[config.mk]
export PLATFORM = sky130hd
export DESIGN_NAME = disp_vramrd_mo
export DESIGN_NICKNAME = d
export VERILOG_FILES = /design/src/rtl/disp_vramrd_mo.sv
export SDC_FILE = /design/constraint.sdc
export NUM_CORES = 1
export LEC_CHECK = 0
export ABC_AREA = 0
export ABC_CLOCK_PERIOD_IN_PS = 6100
export CORE_MARGIN = 2
export CORE_UTILIZATION = 60
export CTS_CLUSTER_DIAMETER = 30
export CTS_CLUSTER_SIZE = 28
export DETAILED_ROUTE_END_ITERATION = 12
export PLACE_DENSITY = 0.9
export REMOVE_ABC_BUFFERS = 1
export SYNTH_ARGS = -nofsm -noshare
export SYNTH_HDL_FRONTEND = slang
export SYNTH_SLANG_ARGS = --single-unit
[constraint.sdc]
create_clock -name ACLK -period 6.1 [get_ports ACLK]
set_clock_uncertainty 0.15 [all_clocks]
set_input_delay 0.61 -clock ACLK [delete_from_list [all_inputs] [get_ports ACLK]]
set_output_delay 0.61 -clock ACLK [all_outputs]
set_load 0.02 [all_outputs]
[src/rtl/disp_vramrd_mo.sv]
// disp_vramrd_mo: AXI4 VRAM frame read master, credit-gated issue with multiple outstanding bursts.
// Define DISP_VRAMRD_ERRCAP_EN to add RRESP error capture (RERR/RERR_ADDR).
module disp_vramrd_mo #(
    parameter int DATA_W    = 64,
    parameter int BURST_LEN = 32,
    parameter int MAX_OUTST = 4,
    parameter int FREE_W    = 10
) (
    input  logic              ACLK,
    input  logic              ARST,
    output logic [31:0]       ARADDR,
    output logic [7:0]        ARLEN,
    output logic [2:0]        ARSIZE,
    output logic [1:0]        ARBURST,
    output logic              ARVALID,
    input  logic              ARREADY,
    input  logic              RVALID,
    input  logic              RLAST,
    input  logic [1:0]        RRESP,
    output logic              RREADY,
    input  logic [1:0]        RESOL,
    input  logic              VRSTART,
    input  logic              DISPON,
    input  logic [28:0]       DISPADDR,
    input  logic [FREE_W-1:0] BUF_FREE,
    output logic              BUSY,
`ifdef DISP_VRAMRD_ERRCAP_EN
    output logic              RERR,
    output logic [31:0]       RERR_ADDR,
`endif
    output logic              FRAME_DONE
);
    localparam int BPB = BURST_LEN * DATA_W / 8;
    localparam int T0  = 640 * 480 * 4 / BPB;
    localparam int T1  = 800 * 600 * 4 / BPB;
    localparam int T2  = 1280 * 1024 * 4 / BPB;

    typedef enum logic [1:0] {IDLE, RUN, DRAIN} state_t;

    state_t      state;
    logic [2:0]  vs_q;
    logic [31:0] base, offset;
    logic [15:0] issued, total, issued_nxt;
    logic [3:0]  outst, outst_nxt;
    logic        restart, start_evt, ar_hs, r_last, ar_done, credit_ok, can_issue, frame_start;

    assign ARLEN   = 8'(BURST_LEN - 1);
    assign ARSIZE  = 3'($clog2(DATA_W / 8));
    assign ARBURST = 2'b01;
    assign BUSY    = state != IDLE;

    assign start_evt  = vs_q[1] & ~vs_q[2] & DISPON;
    assign ar_hs      = ARVALID & ARREADY;
    assign r_last     = RVALID & RREADY & RLAST & (outst != 4'd0);
    assign ar_done    = !ARVALID || ARREADY;
    assign issued_nxt = issued + {15'd0, ar_hs};
    assign outst_nxt  = outst + {3'd0, ar_hs} - {3'd0, r_last};
    assign credit_ok  = {{(32-FREE_W){1'b0}}, BUF_FREE} >= ({28'd0, outst} + 32'd1) * 32'(BURST_LEN);
    assign can_issue  = state == RUN && !ARVALID && !restart && !start_evt && DISPON &&
                        issued < total && outst < 4'(MAX_OUTST) && credit_ok;
    // A restart pending at drain exit launches the next frame without passing through IDLE
    assign frame_start = (state == IDLE && start_evt) ||
                         (state == DRAIN && outst == 4'd0 && (restart || start_evt));

    always_ff @(posedge ACLK or negedge ARST) begin
        if (!ARST) begin
            state      <= IDLE;
            vs_q       <= '0;
            base       <= '0;
            offset     <= '0;
            issued     <= '0;
            total      <= '0;
            outst      <= '0;
            restart    <= 1'b0;
            ARVALID    <= 1'b0;
            ARADDR     <= '0;
            RREADY     <= 1'b0;
            FRAME_DONE <= 1'b0;
        end else begin
            vs_q       <= {vs_q[1:0], VRSTART};
            outst      <= outst_nxt;
            RREADY     <= outst_nxt != 4'd0;
            FRAME_DONE <= 1'b0;
            if (ar_hs) begin
                ARVALID <= 1'b0;
                issued  <= issued_nxt;
                offset  <= offset + 32'(BPB);
            end
            if (can_issue) begin
                ARVALID <= 1'b1;
                ARADDR  <= base + offset;
            end
            case (state)
                RUN: begin
                    if (start_evt) restart <= 1'b1;
                    if (ar_done && (issued_nxt == total || !DISPON || restart || start_evt)) state <= DRAIN;
                end
                DRAIN: begin
                    if (start_evt) restart <= 1'b1;
                    if (outst == 4'd0) begin
                        FRAME_DONE <= issued == total;
                        state      <= IDLE;
                    end
                end
                default: ;
            endcase
            if (frame_start) begin
                state   <= RUN;
                restart <= 1'b0;
                base    <= {3'b0, DISPADDR};
                offset  <= '0;
                issued  <= '0;
                total   <= RESOL == 2'd1 ? 16'(T1) : RESOL == 2'd2 ? 16'(T2) : 16'(T0);
            end
        end
    end

`ifdef DISP_VRAMRD_ERRCAP_EN
    localparam int PW = MAX_OUTST > 1 ? $clog2(MAX_OUTST) : 1;

    // Start addresses of bursts in flight, returned in issue order
    logic [31:0]   afifo [MAX_OUTST];
    logic [PW-1:0] wp, rp;

    always_ff @(posedge ACLK) begin
        if (ar_hs) afifo[wp] <= ARADDR;
    end

    always_ff @(posedge ACLK or negedge ARST) begin
        if (!ARST) begin
            wp        <= '0;
            rp        <= '0;
            RERR      <= 1'b0;
            RERR_ADDR <= '0;
        end else begin
            if (ar_hs) wp <= wp == PW'(MAX_OUTST - 1) ? '0 : wp + 1'b1;
            if (r_last) rp <= rp == PW'(MAX_OUTST - 1) ? '0 : rp + 1'b1;
            if (frame_start) begin
                RERR      <= 1'b0;
                RERR_ADDR <= '0;
            end else if (RVALID && RREADY && RRESP != 2'b00 && !RERR) begin
                RERR      <= 1'b1;
                RERR_ADDR <= afifo[rp];
            end
        end
    end
`else
    logic unused_rresp;
    assign unused_rresp = ^RRESP;
`endif
endmodule

======== Word-level counts from Yosys, hierarchy flattened ========
Cells that the tools add are included.
operators by class
  add/subtract/negate cells ............... 6
  order comparisons ....................... 3
  eq/ne operators ......................... 8
  muxes and demuxes ....................... 17
  bitwise logic cells ..................... 7
  reductions and logical operators ........ 34
operator list
  cell                                                                      number
  32-bit two-way mux                                                        2
  29-bit by 32-bit adder with 32-bit output                                 1
  32-bit by 9-bit adder with 32-bit output (second input constant)          1
  16-bit equality test                                                      2
  16-bit two-way mux                                                        2
  15-bit two-way mux                                                        2
  16-bit by 1-bit adder with 16-bit output                                  1
  16-bit < comparator                                                       1
  1-bit logical AND                                                         11
  10-bit >= comparator                                                      1
  2-bit nonzero test                                                        5
  4-bit nonzero test                                                        2
  1-bit two-way mux                                                         7
  1-bit AND                                                                 6
  1-bit logical OR                                                          6
  2-bit two-way mux                                                         3
  3-bit by 2-bit inequality test with 1-bit output (second input constant)  2
  4-bit by 1-bit adder with 5-bit output (second input constant)            1
  4-bit by 1-bit adder with 4-bit output                                    1
  2-bit by 1-bit equality test with 1-bit output (second input constant)    2
  2-bit equality test (second input constant)                               2
  1-bit logical NOT                                                         4
  4-bit logical NOT                                                         1
  4-bit by 3-bit < comparator with 1-bit output (second input constant)     1
  8 further kinds                                                           8
word-level totals
  register bits ........................... 138
  bits of input ports ..................... 50
  output and inout bits ................... 49

======== Longest topological paths before layout ========
  depth in word-level cells ............... 10
  depth in mapped cells ................... 14
  mapped depth without buffers ............ 10

======== Worst setup path before layout ========
No wires, ideal clock.
  path kind ............................... input -> register
  from .................................... input port ARREADY
  to ...................................... register state[0]
  arrival time ............................ 3185 ps
  required time ........................... 5829 ps
  slack ................................... 2644 ps
  cell stages on the path ................. 14
  path buffers ............................ 4
  path through ............................ and2_1 -> clkbuf_1 -> buf_1 -> ha_1 -> buf_6 -> nand4_4 -> or2_0 -> clkbuf_2 -> o311a_1 -> a211o_1 -> nor4_1 -> a31o_1 -> nand2_1 -> a22o_1
on the way
  longest elaborated chain between the ends .. 9
  elaborated cells on any way between the ends .. 10
  classes of those cells .................. 1 x add/sub; 2 x eq/ne; 1 x bitwise; 6 x reduce/logical
ends and longest elaborated chain
  what                                                                   line  text
  start: declaration                                                     16    input logic ARREADY,
  1-bit AND                                                              53    assign ar_hs = ARVALID & ARREADY;
  16-bit by 1-bit adder with 16-bit output                               56    assign issued_nxt = issued + {15'd0, ar_hs};
  16-bit equality test                                                   96    if (ar_done && (issued_nxt == total || !DISPON || restart || start_evt)) state <= DRAIN;
  1-bit logical OR (3 in a row)                                          96
  1-bit logical AND (*)                                                  96
  3-bit by 2-bit inequality test with 1-bit output (no source line) (*)  --
  3-bit AND reduction (no source line) (*)                               --
  end signal: assignment                                                 96
  end signal: assignment                                                 102   state <= IDLE;
  end signal: assignment                                                 108   state <= RUN;
  end: declaration                                                       40    state_t state;
Mark *: on every way between the ends. The rest lies on a longest branch, timed or not.
A chain may end at the register's enable or synchronous reset.

======== Final worst setup path ========
Ends and elaborated chain as after synthesis.

==> qor.txt <==
HPWL after DPL = 11.10 mm
Layout cell share with drive strength beyond 1 = 0.09698
Seq/Total Area, Yosys = 0.4287
Setup WS pre-CTS = 1.903 ns
Worst R2R Setup Slack = 2.35 ns
Internal = 0.002220 W
Count of pins over their slew limit = 0
CP cell instances = clkdlybuf4s50_1, and2_1, ha_1, nand4_4, or2_0, o311a_1, a211o_1, nor4_1, a31o_1, nand2_1, a22o_1
Max FO, Critical Path = 16
Total of max-cap violations = 0
Count of final hold-check violations = 0
GRT Util Overall = 0.2742
PostCTS Resize Cnt = 0
CTS root buffer = clkbuf_16
Gp weighted congestion = 0.8959
Period utilisation layout = 0.6356
Vias post-DR = 5,525
Sw Share = 0.3298
Port bufs = 83
Initial antenna violation count = 0
CP Data Required Time = 6.26 ns
TritonCTS buffer count = 17
Row cnt = 39
Post-synth cell types = 67
Filler Cells Inserted = 764
Total routed wirelength = 16.22 mm
Yosys top cell by area = dfrtp_1
Most common flop cell mapped by yosys = dfrtp_1
WL/cell = 17.31 um
Clk_lat worst skew = 0.43 ns
Run status = finished, final reports clean
Synth area leaders = dfrtp_1, ha_1, nand2_1, mux2_2, xnor2_1
Vias per cell = 5.896
Final setup TNS = 0 ns
Post-synthesis cell area = 6947 um2
Synth top area share = 0.4287
CTS tree = done
Final ANT Viol Nets = 0
Largest net degree at the start of global routing = 69
CTS Sinks = 119
Period minus WS final = 3.877 ns
First-pass GRT wire length = 27.37 mm
Core region area = 11,370 um2
Register clock-pin slew on the reported worst setup and hold paths = 0.06 ns
Commonest cells after routing, fill and taps aside = dfrtp_1, nand2_1, clkdlybuf4s50_1, ha_1, nor2_1
Power Dens Cells = 395.1 nW/um2
Max Clock Freq = 0.2579 GHz
Final worst slack = 2.223 ns
Buffer depth of the longest clock path = 2
Vias in the first global route = 5,679
Comb power frac = 0.332
Relative slew slack = 0.4374
Fraction of registers with async set or reset after synthesis = 1.000
LEAKAGE = 3.926 nW
Synthesis Warnings = 0
Clock Power Share = 0.319
Io pins = 99
Startpoint type of the worst setup path = input port
Hold Path Class = in -> async
Gr ovfl total = 0
Worst-margin pin slew = 0.8439 ns
Setup violators final = 0
Residual DRC count = 0
Die Height = 111.6 um
Cell count after synthesis = 711
# H-tree levels = 4
CP Capture Type = flip-flop
CTS Hold Buffers Added = 0
Die X = 111.6 um
IR drop worst, VDD = 0.3253 mV
Sequential share of power = 0.349
DRT Pass-1 Iters = 5
Initial cell density of the core = 0.6110
Diode count = 0
Post-layout nets = 888
Synthesis-to-finish area growth = 20.66%
Critical setup path kind = in -> reg
Full die area = 12,450 um2
Syn_area_per_cell = 9.770 um2
WP data arrival = 4.04 ns
Commonest non-fill, non-tap cell in the layout = dfrtp_1
RSZ-0062 raised after global routing = false
Final Power = 0.003312 W
Initial DRC count = 489
Post-CTS setup buffer count = 0
Post-synth EDFFs = 0
Crit path largest cell delay = 0.53 ns
NetSw = 0.001092 W
Seq cells post-synth = 119
Critical-path top delay cell = and2_1
[synth_stat cells (4+ instances only)]
cell / n
nor3_1: 10
dfrtp_1: 119
a311oi_1: 4
nor2_1: 43
o21ai_0: 42
clkbuf_1: 21
xnor2_1: 30
ha_1: 55
or2_2: 6
xor2_1: 29
or3_1: 11
and3_1: 16
a211oi_1: 5
and4_1: 4
inv_1: 30
nor4_1: 5
buf_4: 14
nand2_1: 89
buf_6: 7
a21o_1: 15
mux2_2: 29
a21oi_1: 37
nand3_1: 15
and2_1: 4
nand4_1: 11
o31ai_1: 4
[layout make-up]
cell class	count	area (um2)	share of cell area
Multi-Input combinational cell	528	3643	0.4347
Sequential cell	119	2978	0.3553
Timing Repair Buffer	86	850.8	0.1015
Clock buffer	19	442.9	0.05284
Tap cell	143	178.9	0.02135
Clock inverter	12	175.2	0.02090
Inverter	30	112.6	0.01343
[power by group through the flow]
stage / Combinational (W) / Sequential (W) / Clock (W)
after CTS: 0.00110 / 0.00116 / 0.00106
after global placement: 0.00102 / 0.00115 / 0
final: 0.00110 / 0.00116 / 0.00106
after global routing: 0.00121 / 0.00118 / 0.00110
after detailed placement: 0.00108 / 0.00117 / 0
after floorplan: 0.000634 / 0.00121 / 0
[routing by layer]
metal / vias to the layer above / GRT usage / part of all wire
li1: 2600 / - / -
met1: 2695 / 0.3239 / 0.40
met2: 187 / 0.4833 / 0.52
met3: 43 / 0.06968 / 0.053
met4: 0 / 0.1045 / 0.024
met5: - / 0 / 0
[state kept, by name, indices dropped and copies added (netlist names), 2 cells and up]
register and flops:
offset 24, base 29, state 2, outst 4
total 5, issued 16, vs_q 3, ARADDR 32
[metrics by stage]
stage / instances / hold slack [ns] / area, um2 / util
CTS: 937 / 0.09466 / 8382 / 0.7372
global placement: 906 / 0.1851 / 7764 / 0.6828
floorplan: 677 / 0.1644 / 6711 / -
global route: 937 / 0.1195 / 8382 / 0.7372
finish: 937 / 0.07004 / 8382 / 0.7372
detailed placement: 906 / 0.1971 / 7764 / 0.6828
[worst paths after layout]
kind / from / to / depth (start not counted)
worst max-delay path: ARREADY / state[0] / 11
worst min-delay path: ARST / base[12] / 1
worst max register to register: total[11] / ARADDR[29] / 11
worst min register to register: vs_q[0] / vs_q[1] / 0
max in group asynchronous: ARST / offset[17] / 2
min in group ACLK: vs_q[0] / vs_q[1] / 0
[worst max-delay path: cells and delay by family]
family | cells | cell delay [ns]
AOI/OAI and AO/OA | 4 | 1.03
adders and majority gates | 1 | 0.46
buffers and inverters | 1 | 0.48
and+or+nand+nor | 5 | 1.45
[cells by family (layout without fill, tap and decap cells)]
group,Yosys count,in the layout,synth area share
adder cells (fa/ha/maj),56,56,0.1019
buffers and inverters,75,147,0.05602
AO/OA/AOI/OAI,134,134,0.1209
multiplexers,29,29,0.04701
flip-flops,119,119,0.4287
XOR/XNOR,59,59,0.07439
other,2,13,0.001081
AND/OR/NAND/NOR,237,237,0.1700
Note: power is estimated with default switching activity, not from simulation.
